$ cat src/rtl/countdown_seq_ctrl.sv
// Sequencer for an enable-gated down counter: reloads it, paces its decrements with a
// prescaled tick, and runs a programmable number of countdown rounds per start command.
module countdown_seq_ctrl #(
    parameter int unsigned BITS     = 3,
    parameter int unsigned PRESCALE = 4,
    parameter int unsigned ROUNDS   = 2,
    parameter int unsigned RW       = 2
) (
    input  logic            clk,
    input  logic            rst,
    input  logic            start_i,
    input  logic            pause_i,
    input  logic            abort_i,
    input  logic [BITS-1:0] cuenta_i,
    output logic            cnt_rst_o,
    output logic            cnt_en_o,
    output logic            busy_o,
    output logic [RW-1:0]   round_o,
    output logic            done_o
);

    localparam int unsigned   PW        = (PRESCALE > 1) ? $clog2(PRESCALE) : 1;
    localparam logic [PW-1:0] PresLast  = PW'(PRESCALE - 1);
    localparam logic [RW-1:0] RoundLast = RW'(ROUNDS - 1);

    typedef enum logic [2:0] {
        StIdle,
        StLoad,
        StRun,
        StPause,
        StDone
    } state_e;

    state_e        state_q, state_d;
    logic [PW-1:0] presc_q, presc_d;
    logic [RW-1:0] round_q, round_d;
    logic          tick;
    logic          cnt_zero;

    assign tick     = (presc_q == PresLast);
    assign cnt_zero = (cuenta_i == '0);

    always_ff @(posedge clk) begin
        if (!rst) begin
            state_q <= StIdle;
            presc_q <= '0;
            round_q <= '0;
        end else begin
            state_q <= state_d;
            presc_q <= presc_d;
            round_q <= round_d;
        end
    end

    always_comb begin
        state_d  = state_q;
        presc_d  = presc_q;
        round_d  = round_q;
        cnt_en_o = 1'b0;
        case (state_q)
            StIdle: begin
                if (start_i) begin
                    state_d = StLoad;
                    presc_d = '0;
                    round_d = '0;
                end
            end
            StLoad: begin
                presc_d = '0;
                if (abort_i) begin
                    state_d = StIdle;
                    round_d = '0;
                end else begin
                    state_d = StRun;
                end
            end
            StRun: begin
                if (abort_i) begin
                    state_d = StIdle;
                    round_d = '0;
                end else if (pause_i) begin
                    state_d = StPause;
                end else begin
                    presc_d = tick ? '0 : presc_q + 1'b1;
                    if (tick) begin
                        // Never enable at zero so the counter cannot wrap below 0.
                        if (!cnt_zero) begin
                            cnt_en_o = rst;
                        end else if (round_q < RoundLast) begin
                            round_d = round_q + 1'b1;
                            state_d = StLoad;
                        end else begin
                            state_d = StDone;
                        end
                    end
                end
            end
            StPause: begin
                if (abort_i) begin
                    state_d = StIdle;
                    round_d = '0;
                end else if (!pause_i) begin
                    state_d = StRun;
                end
            end
            StDone: begin
                state_d = StIdle;
                round_d = '0;
            end
            default: begin
                state_d = StIdle;
                presc_d = '0;
                round_d = '0;
            end
        endcase
    end

    // Counter held in reload outside RUN/PAUSE so every round starts from all-ones.
    assign cnt_rst_o = rst & ((state_q == StRun) | (state_q == StPause));
    assign busy_o    = (state_q != StIdle);
    assign done_o    = (state_q == StDone);
    assign round_o   = round_q;

endmodule

$ cat config.mk
export PLATFORM = sky130hd
export DESIGN_NAME = countdown_seq_ctrl
export DESIGN_NICKNAME = d
export VERILOG_FILES = /design/src/rtl/countdown_seq_ctrl.sv
export SDC_FILE = /design/constraint.sdc
export NUM_CORES = 1
export LEC_CHECK = 0
export ABC_CLOCK_PERIOD_IN_PS = 1450
export CAP_MARGIN = 30
export CORE_AREA = 2 2 39 41
export DETAILED_ROUTE_END_ITERATION = 8
export DIE_AREA = 0 0 41 43
export PLACE_DENSITY = 0.73
export SYNTH_ARGS = -nofsm -noshare
export SYNTH_HDL_FRONTEND = slang
export SYNTH_SLANG_ARGS = --single-unit
export TNS_END_PERCENT = 50
$ cat constraint.sdc
create_clock -name clk -period 1.45 [get_ports clk]
set_input_delay 0.29 -clock clk [delete_from_list [all_inputs] [get_ports clk]]
set_output_delay 0.29 -clock clk [all_outputs]
set_load 0.05 [all_outputs]
* Word level (Yosys, flattened, before mapping)
Cells that the tools add are included.
** Operators by class
- Multiplexer cells :: 27
- Order comparisons :: 1
- $add $sub $neg :: 2
- Bitwise gates (word level) :: 3
- Reductions and logical operators :: 8
- Eq/ne operators :: 16
** Operators by type and width (count)
- $mux 3 :: 8
- $mux 2 :: 11
- $ne 3x3->1 const B :: 5
- $pmux 2 s3 :: 2
- $pmux 3 s4 :: 1
- $ne 4x4->1 const B :: 2
- $reduce_and 4->1 :: 2
- $eq 3x2->1 const B :: 2
- $logic_not 3->1 :: 2
- $ne 2x2->1 const B :: 3
- $reduce_and 6->1 :: 1
- $mux 1 :: 5
- $add 2x1->2 const B :: 2
- $reduce_or 2->1 :: 2
- $eq 3x1->1 const B :: 1
- $eq 3x3->1 const B :: 1
- $reduce_bool 3->1 :: 1
- $eq 2x2->1 const B :: 1
- $lt 2x1->1 const B :: 1
- $ne 2x1->1 const B :: 1
- $and 1x1->1 :: 1
- $not 1->1 :: 1
- $or 1x1->1 :: 1
** Word-level totals
- Word-level logic and storage cells :: 60
- Bits of input ports :: 8
- Register bits :: 7
- Output and inout bits :: 6

* Depth between registers and ports, before layout
Gate-level depths: netlist of run 1.
- Word-level depth :: 7
- Gate-level depth with buffers :: 6
- Mapped depth without buffers :: 6

* Worst setup path after synthesis of run 1
OpenSTA, ideal clock, no wires.
- Path kind :: reg2out
- From :: register state_q[2]
- To :: output cnt_en_o
- Data required time :: 1.160 ns
- Buffers on the path :: 1
- Data arrival time :: 2.083 ns
- Stages on the path, launching flop included :: 6
- Setup slack :: -0.923 ns
- Cells stage by stage :: dfxtp_1 > buf_6 > nor4b_4 > and2b_2 > nand2_1 > nor3b_1
** Between the ends
- Longest elaborated chain between the ends :: 2
** RTL lines
- from (decl) :: line 34 : state_e state_q, state_d;
- from (signal assigned) :: line 45 : state_q <= StIdle;
- from (signal assigned) :: line 49 : state_q <= state_d;
- $eq 3x2->1 :: line 60 : case (state_q)
- $mux 1 :: line 60
- to (decl) :: line 16 : output logic cnt_en_o,
Every way passes these cells.

* Worst setup path in the final report of run 1
- From :: register state_q[0]
- To :: output cnt_en_o
The elaborated chain is that of the path after synthesis.

==> impl_results.md, run 1 <==
* Die X at 41 microns
* Vias in the first global route at 475
* Worst-Margin Slew at 0.409 ns
* Fin worst setup slack at -0.357 ns
* Hold crit path type: reg -> reg
* Largest net degree at the start of global routing at 12
* Clk pin slew, worst setup/hold paths at 0.06 ns
* Pre-CTS setup slack at -0.594 ns
* # H-tree levels at 1
* Pins Over Slew Limit at 0
* # fillers at 116
* Aggregate global-route resource usage at 17.8%
* IO Pins at 14
* Most frequent cells in the layout: buf_4 (10), nand2_1 (9), clkdlybuf4s50_1 (6)
* Max Fanout on Critical Path at 2
* # setup viols final at 7
* Synthesis Warnings at 0
* HPWL after detailed placement at 1010 microns
* Root Driver: clkbuf_4
* Layout cell share with drive strength beyond 1 at 43.3%
* Non-filler cells, final at 106
* Maximum clock rate at 553 MHz
* Final hold slack at 0.471 ns
* Final hold violation count at 0
* Syn Area/Cell at 8.02 sq um
* Via count at 560
* Setup crit start kind: register
* Wire length per cell at 13.0 microns
* Inst Count DP at 101
* Compound-Gate Fraction of Synth Area at 15.3%
* Yosys reg bits at 7
* Synth Area in Adders at 4.95%
* Max IR drop VDD at 485 uV
* Post-route ant nets at 0
* DRC Markers at 0
* Core region area at 1380 sq um
* Synth Area in Simple Gates at 38.4%
* Initial DRT Pass Iterations at 4
* Cell Area, Synth at 505 sq um
* Post-Syn Nets at 73
* CP arrival at 1.52 ns
* Minimum clock period at 1.81 ns
* Initial antenna violation count at 0
* IO buf count at 13
* Final instance area at 870 sq um
* Max_cap viols at 0
* Most common cell after layout, fill and taps aside: buf_4
* Vias per cell at 5.28
* Relative slew margins at 72.4%
* Clock sink count at 7
* Number of diodes at 0
* Status: complete, but fails checks
* Pwr Density at 919 nW/um^2
* Layout area overhead at 72.0%
* Syn Inst Count at 63
* Failing checks: negative setup slack
* Crit path required time at 1.16 ns
* First-pass GRT wire length at 2080 microns
* CTS Buffer Depth at 2
* RSZ-0062 raised after global routing: true
* Area occupied by multi-input gates at 360 sq um
* Starting Density at 36.5%
* Clock latency on the worst-skew pair at 0.26 ns
* GPL Wtd Cong at 0.761
* Die area at 1760 sq um
* CTS Hold Bufs at 0
* Post-synthesis mux area share at 5.94%
* Seq/Total Area, Yosys at 27.7%
* TritonCTS clock tree: done
* CP Class: reg -> out
* Global route overflow at 0
* Synth unique cells at 27
* Die height at 43 microns
* TritonCTS Buffers at 3
* Final Skew at 0.000911 ns
* Leak Pwr at 0.342 nW
* Crit path capture type: primary output
* WL final at 1370 microns
* Tcrit/Tclk final at 125%
* Sequential cell area at 144 sq um
* DP Area at 792 sq um
* FP Rows at 14
* Xor and xnor area share after synthesis at 0%
* Largest family of logic cells by synthesized area: simple AND/OR/NAND/NOR gates
* Total Nets Final at 101
* 1st-iter DRT viols at 9
[final cells by class]
type | instances | share of cell area [%]
Sequential cell | 7 | 16.5
Clock buffer | 4 | 3.02
Inverter | 3 | 1.58
Timing Repair Buffer | 27 | 35.1
Tap cell | 16 | 2.30
Multi-Input combinational cell | 49 | 41.4
[per-stage QoR]
step                      total power, mW  TNS (ns)  util [%]
final                               0.800    -0.612      62.8
after global routing                0.840    -0.906      62.8
after CTS                           0.786    -0.655      61.9
after detailed placement            0.550     -2.74      57.2
after global placement              0.545     -2.39      57.2
after floorplan                     0.442    -0.245         -
[state kept, by name (all words and copies together) (netlist names)]
name     count
state_q      3
presc_q      2
round_o      2
[final timing paths]
path	slack, ns	to	from	cells past startpoint
worst max-delay path	-0.36	cnt_en_o	state_q[0]	5
worst min-delay path	0.47	presc_q[1]	presc_q[1]	2
worst max register to register	-0.02	round_o[0]	state_q[2]	5
worst min register to register	0.47	presc_q[1]	presc_q[1]	2
[critical path: stages (launching register included)]
cell	delay, ns
dfxtp_2	0.34
nor4b_4	0.27
and2b_2	0.20
nand2_2	0.07
nor3b_4	0.21
buf_12	0.16
[cell usage after synthesis, drive strengths merged]
library cell | number | share of area, %
o31ai | 1 | 2.5
or3 | 3 | 4.2
nor4 | 1 | 1.2
and3 | 1 | 1.2
or4 | 1 | 2.2
nor4b | 1 | 4.7
ha | 2 | 4.9
nor2 | 3 | 2.2
o22ai | 2 | 2.5
mux2i | 3 | 5.9
nand2 | 10 | 7.4
dfxtp | 7 | 28
a21oi | 6 | 7.4
inv | 3 | 2.2
nand3 | 4 | 4.0
nor3b | 2 | 3.0
nor3 | 3 | 3.0
buf | 2 | 3.7
clkbuf | 2 | 1.7
o21ai | 3 | 3.0
and2b | 1 | 1.7
or3b | 1 | 1.7
nand4b | 1 | 1.7
[where the power goes]
group | internal, mW | switching (mW)
Sequential | 0.212 | 0.0162
Combinational | 0.190 | 0.190
Clock | 0.106 | 0.0858
[cell families after synthesis]
logic type                 Yosys count
adders and majority gates            2
and+or+nand+nor                     32
DFF                                  7
buffers and inverters                7
AOI/OAI and AO/OA                   12
muxes                                3
[per-layer routing]
metal,track usage [%],part of all wire [%]
met5,0,0
met4,6.00,1.9
met3,6.28,4.2
met2,29.1,50
met1,20.4,44
[what timing repair did]
| item | CTS | global route |
|---|---|---|
| pin swaps | 2 | 3 |
| endpoints found under the setup margin | 8 | 8 |
| resized for setup | 15 | 2 |
| setup buffers | 0 | 2 |
| gates cloned | 0 | 0 |
Note: power is estimated with default switching activity, not from simulation.
==> run 2: changes to the inputs <==
--- a/config.mk
+++ b/config.mk
@@ -7,9 +7,9 @@
 export LEC_CHECK = 0
 export ABC_CLOCK_PERIOD_IN_PS = 1450
 export CAP_MARGIN = 30
-export CORE_AREA = 2 2 39 41
+export CORE_AREA = 10 10 47 49
 export DETAILED_ROUTE_END_ITERATION = 8
-export DIE_AREA = 0 0 41 43
+export DIE_AREA = 0 0 57 59
 export PLACE_DENSITY = 0.73
 export SYNTH_ARGS = -nofsm -noshare
 export SYNTH_HDL_FRONTEND = slang
==> run 2 against run 1 <==
  * The flow still finishes with violations (negative setup slack)
  * Worst hold slack lost 0.0064 ns
  * Core utilization fell by 0.43 points
  * Via count decreased by 4.1%
  * Clock skew increased by 0.013 ns
  * Cell area grew 0.58%
  * Combinational power is 1% lower
  * First-iteration DRC count increased by 56%
  * Critical path depth unchanged
  * Highest routed layer is now met3
==> impl_results.md, run 2 (same netlist as run 1, synthesis figures left out) <==
* Switching pwr at 0.284 mW
* Global route overflow at 0
* Post-route ant nets at 0
* Slowest cell on crit path: dfxtp_2
* RSZ-0062 raised after global routing: true
* FP Rows at 14
* Initial antenna violation count at 0
* Reg power frac at 28.6%
* IO buf count at 13
* Pwr Density at 898 nW/um^2
* DRC Markers at 0
* Area occupied by multi-input gates at 377 sq um
* TritonCTS clock tree: done
* Final hold violation count at 0
* CP Class: reg -> out
* Crit path required time at 1.16 ns
* Relative slew margins at 73.4%
* Pins Over Slew Limit at 0
* Slowest cell delay on critical path at 0.33 ns
* Die height at 59 microns
* Core region area at 1400 sq um
* Vias in the first global route at 514
* Failing checks: negative setup slack
* Combinational power share at 47.8%
* Number of diodes at 0
* Switching share of power at 36.2%
* Vias per cell at 5.11
* 1st-iter DRT viols at 14
* Initial DRT Pass Iterations at 4
* Die X at 57 microns
* Clk pin slew, worst setup/hold paths at 0.06 ns
* CP arrival at 1.49 ns
* Final core utilization at 62.4%
* R2R setup slack at -0.04 ns
* Max_cap viols at 0
* Minimum clock period at 1.78 ns
* First-pass GRT wire length at 2270 microns
* IO Pins at 14
* # setup viols final at 5
* # fillers at 124
* Int Pwr at 0.501 mW
* Crit-path leading delay family: simple AND/OR/NAND/NOR gates
* WL final at 1370 microns
* Status: complete, but fails checks
* Final hold slack at 0.465 ns
* Tcrit/Tclk final at 123%
* Most frequent cells in the layout: buf_4 (10), nand2_1 (9), clkdlybuf4s50_1 (5), buf_12 (5)
* Design Power at 0.785 mW
* Sequential cell area at 146 sq um
* Clk pwr share at 23.5%
* Largest net degree at the start of global routing at 12
* Hold crit path type: reg -> reg
* Clock latency on the worst-skew pair at 0.26 ns
* Worst-Margin Slew at 0.395 ns
* Wire length per cell at 13.1 microns
* Largest register by flop count: state_q
* Maximum clock rate at 562 MHz
* Final Skew at 0.0143 ns
* Starting Density at 36.1%
* Most common cell after layout, fill and taps aside: buf_4
* Fin worst setup slack at -0.330 ns
* Total Nets Final at 100
* Aggregate global-route resource usage at 8.19%
* CTS Buffer Depth at 2
* Critical path buffers and inverters at 1
* HPWL after detailed placement at 1080 microns
* Root Driver: clkbuf_4
* Max IR drop VDD at 606 uV
* Crit-path cells: nor4b_4 > and2b_2 > nand2_2 > nor3b_4 > buf_12
* Layout cell share with drive strength beyond 1 at 44.9%
* Layout area overhead at 73.0%
* DP Area at 792 sq um
* Die area at 3360 sq um
* Largest register FFs at 3
* # H-tree levels at 1
* GPL Wtd Cong at 0.786
* Max Fanout on Critical Path at 2
* Clock sink count at 7
* Setup crit start kind: register
* Via count at 537
* Final instance area at 875 sq um
* Leak Pwr at 0.339 nW
* TritonCTS Buffers at 3
* Crit path capture type: primary output
run 2: metal layers:
layer  GRT usage, %  routed length [microns]  up-vias
met3           4.51                      118        0
met5              0                        0        -
li1               -                        -      276
met4           1.01                        0        0
met2           13.6                      648       21
met1           9.20                      607      240
run 2: stage by stage:
step	std cells	setup TNS (ns)	setup WS (ns)
3_3_place_gp	101	-2.32	-0.525
2_1_floorplan	63	-0.245	-0.225
3_5_place_dp	101	-2.57	-0.568
6_report	105	-0.518	-0.330
4_1_cts	105	-0.603	-0.340
5_1_grt	105	-0.800	-0.399
run 2: layout make-up:
type	instances	area share, %
repair buffers	26	33.3
flip-flops and latches	7	16.7
well taps	16	2.29
multi-input cells	49	43.1
inverters	3	1.57
clock buffers	4	3.00
run 2: what timing repair did:
action / CTS / global route
setup buffers: 1 / 0
hold buffers: 0 / 0
pin swaps: 5 / 2
setup endpoints to repair: 7 / 8
resized for setup: 17 / 2
run 2: path summary, 6_finish.rpt:
kind,endpoint,start,cells past startpoint
worst max-delay path,cnt_en_o,state_q[0],5
worst min-delay path,presc_q[1],presc_q[1],2
worst max register to register,round_o[1],state_q[2],5
worst min register to register,presc_q[1],presc_q[1],2
run 2: power by group through the flow:
| stage | Combinational, mW | Sequential, mW | Clock [mW] |
|---|---|---|---|
| finish | 0.376 | 0.225 | 0.185 |
| global route | 0.402 | 0.227 | 0.197 |
| CTS | 0.375 | 0.224 | 0.188 |
| detailed placement | 0.325 | 0.227 | 0 |
| global placement | 0.322 | 0.225 | 0 |
| floorplan | 0.216 | 0.226 | 0 |
run 2: worst reg2reg max path, stage by stage, from the launching register on:
cell and delay, ns:
dfxtp_4 0.36, buf_6 0.13, or4_4 0.53, o31ai_4 0.08
or3b_4 0.18, o22ai_1 0.08
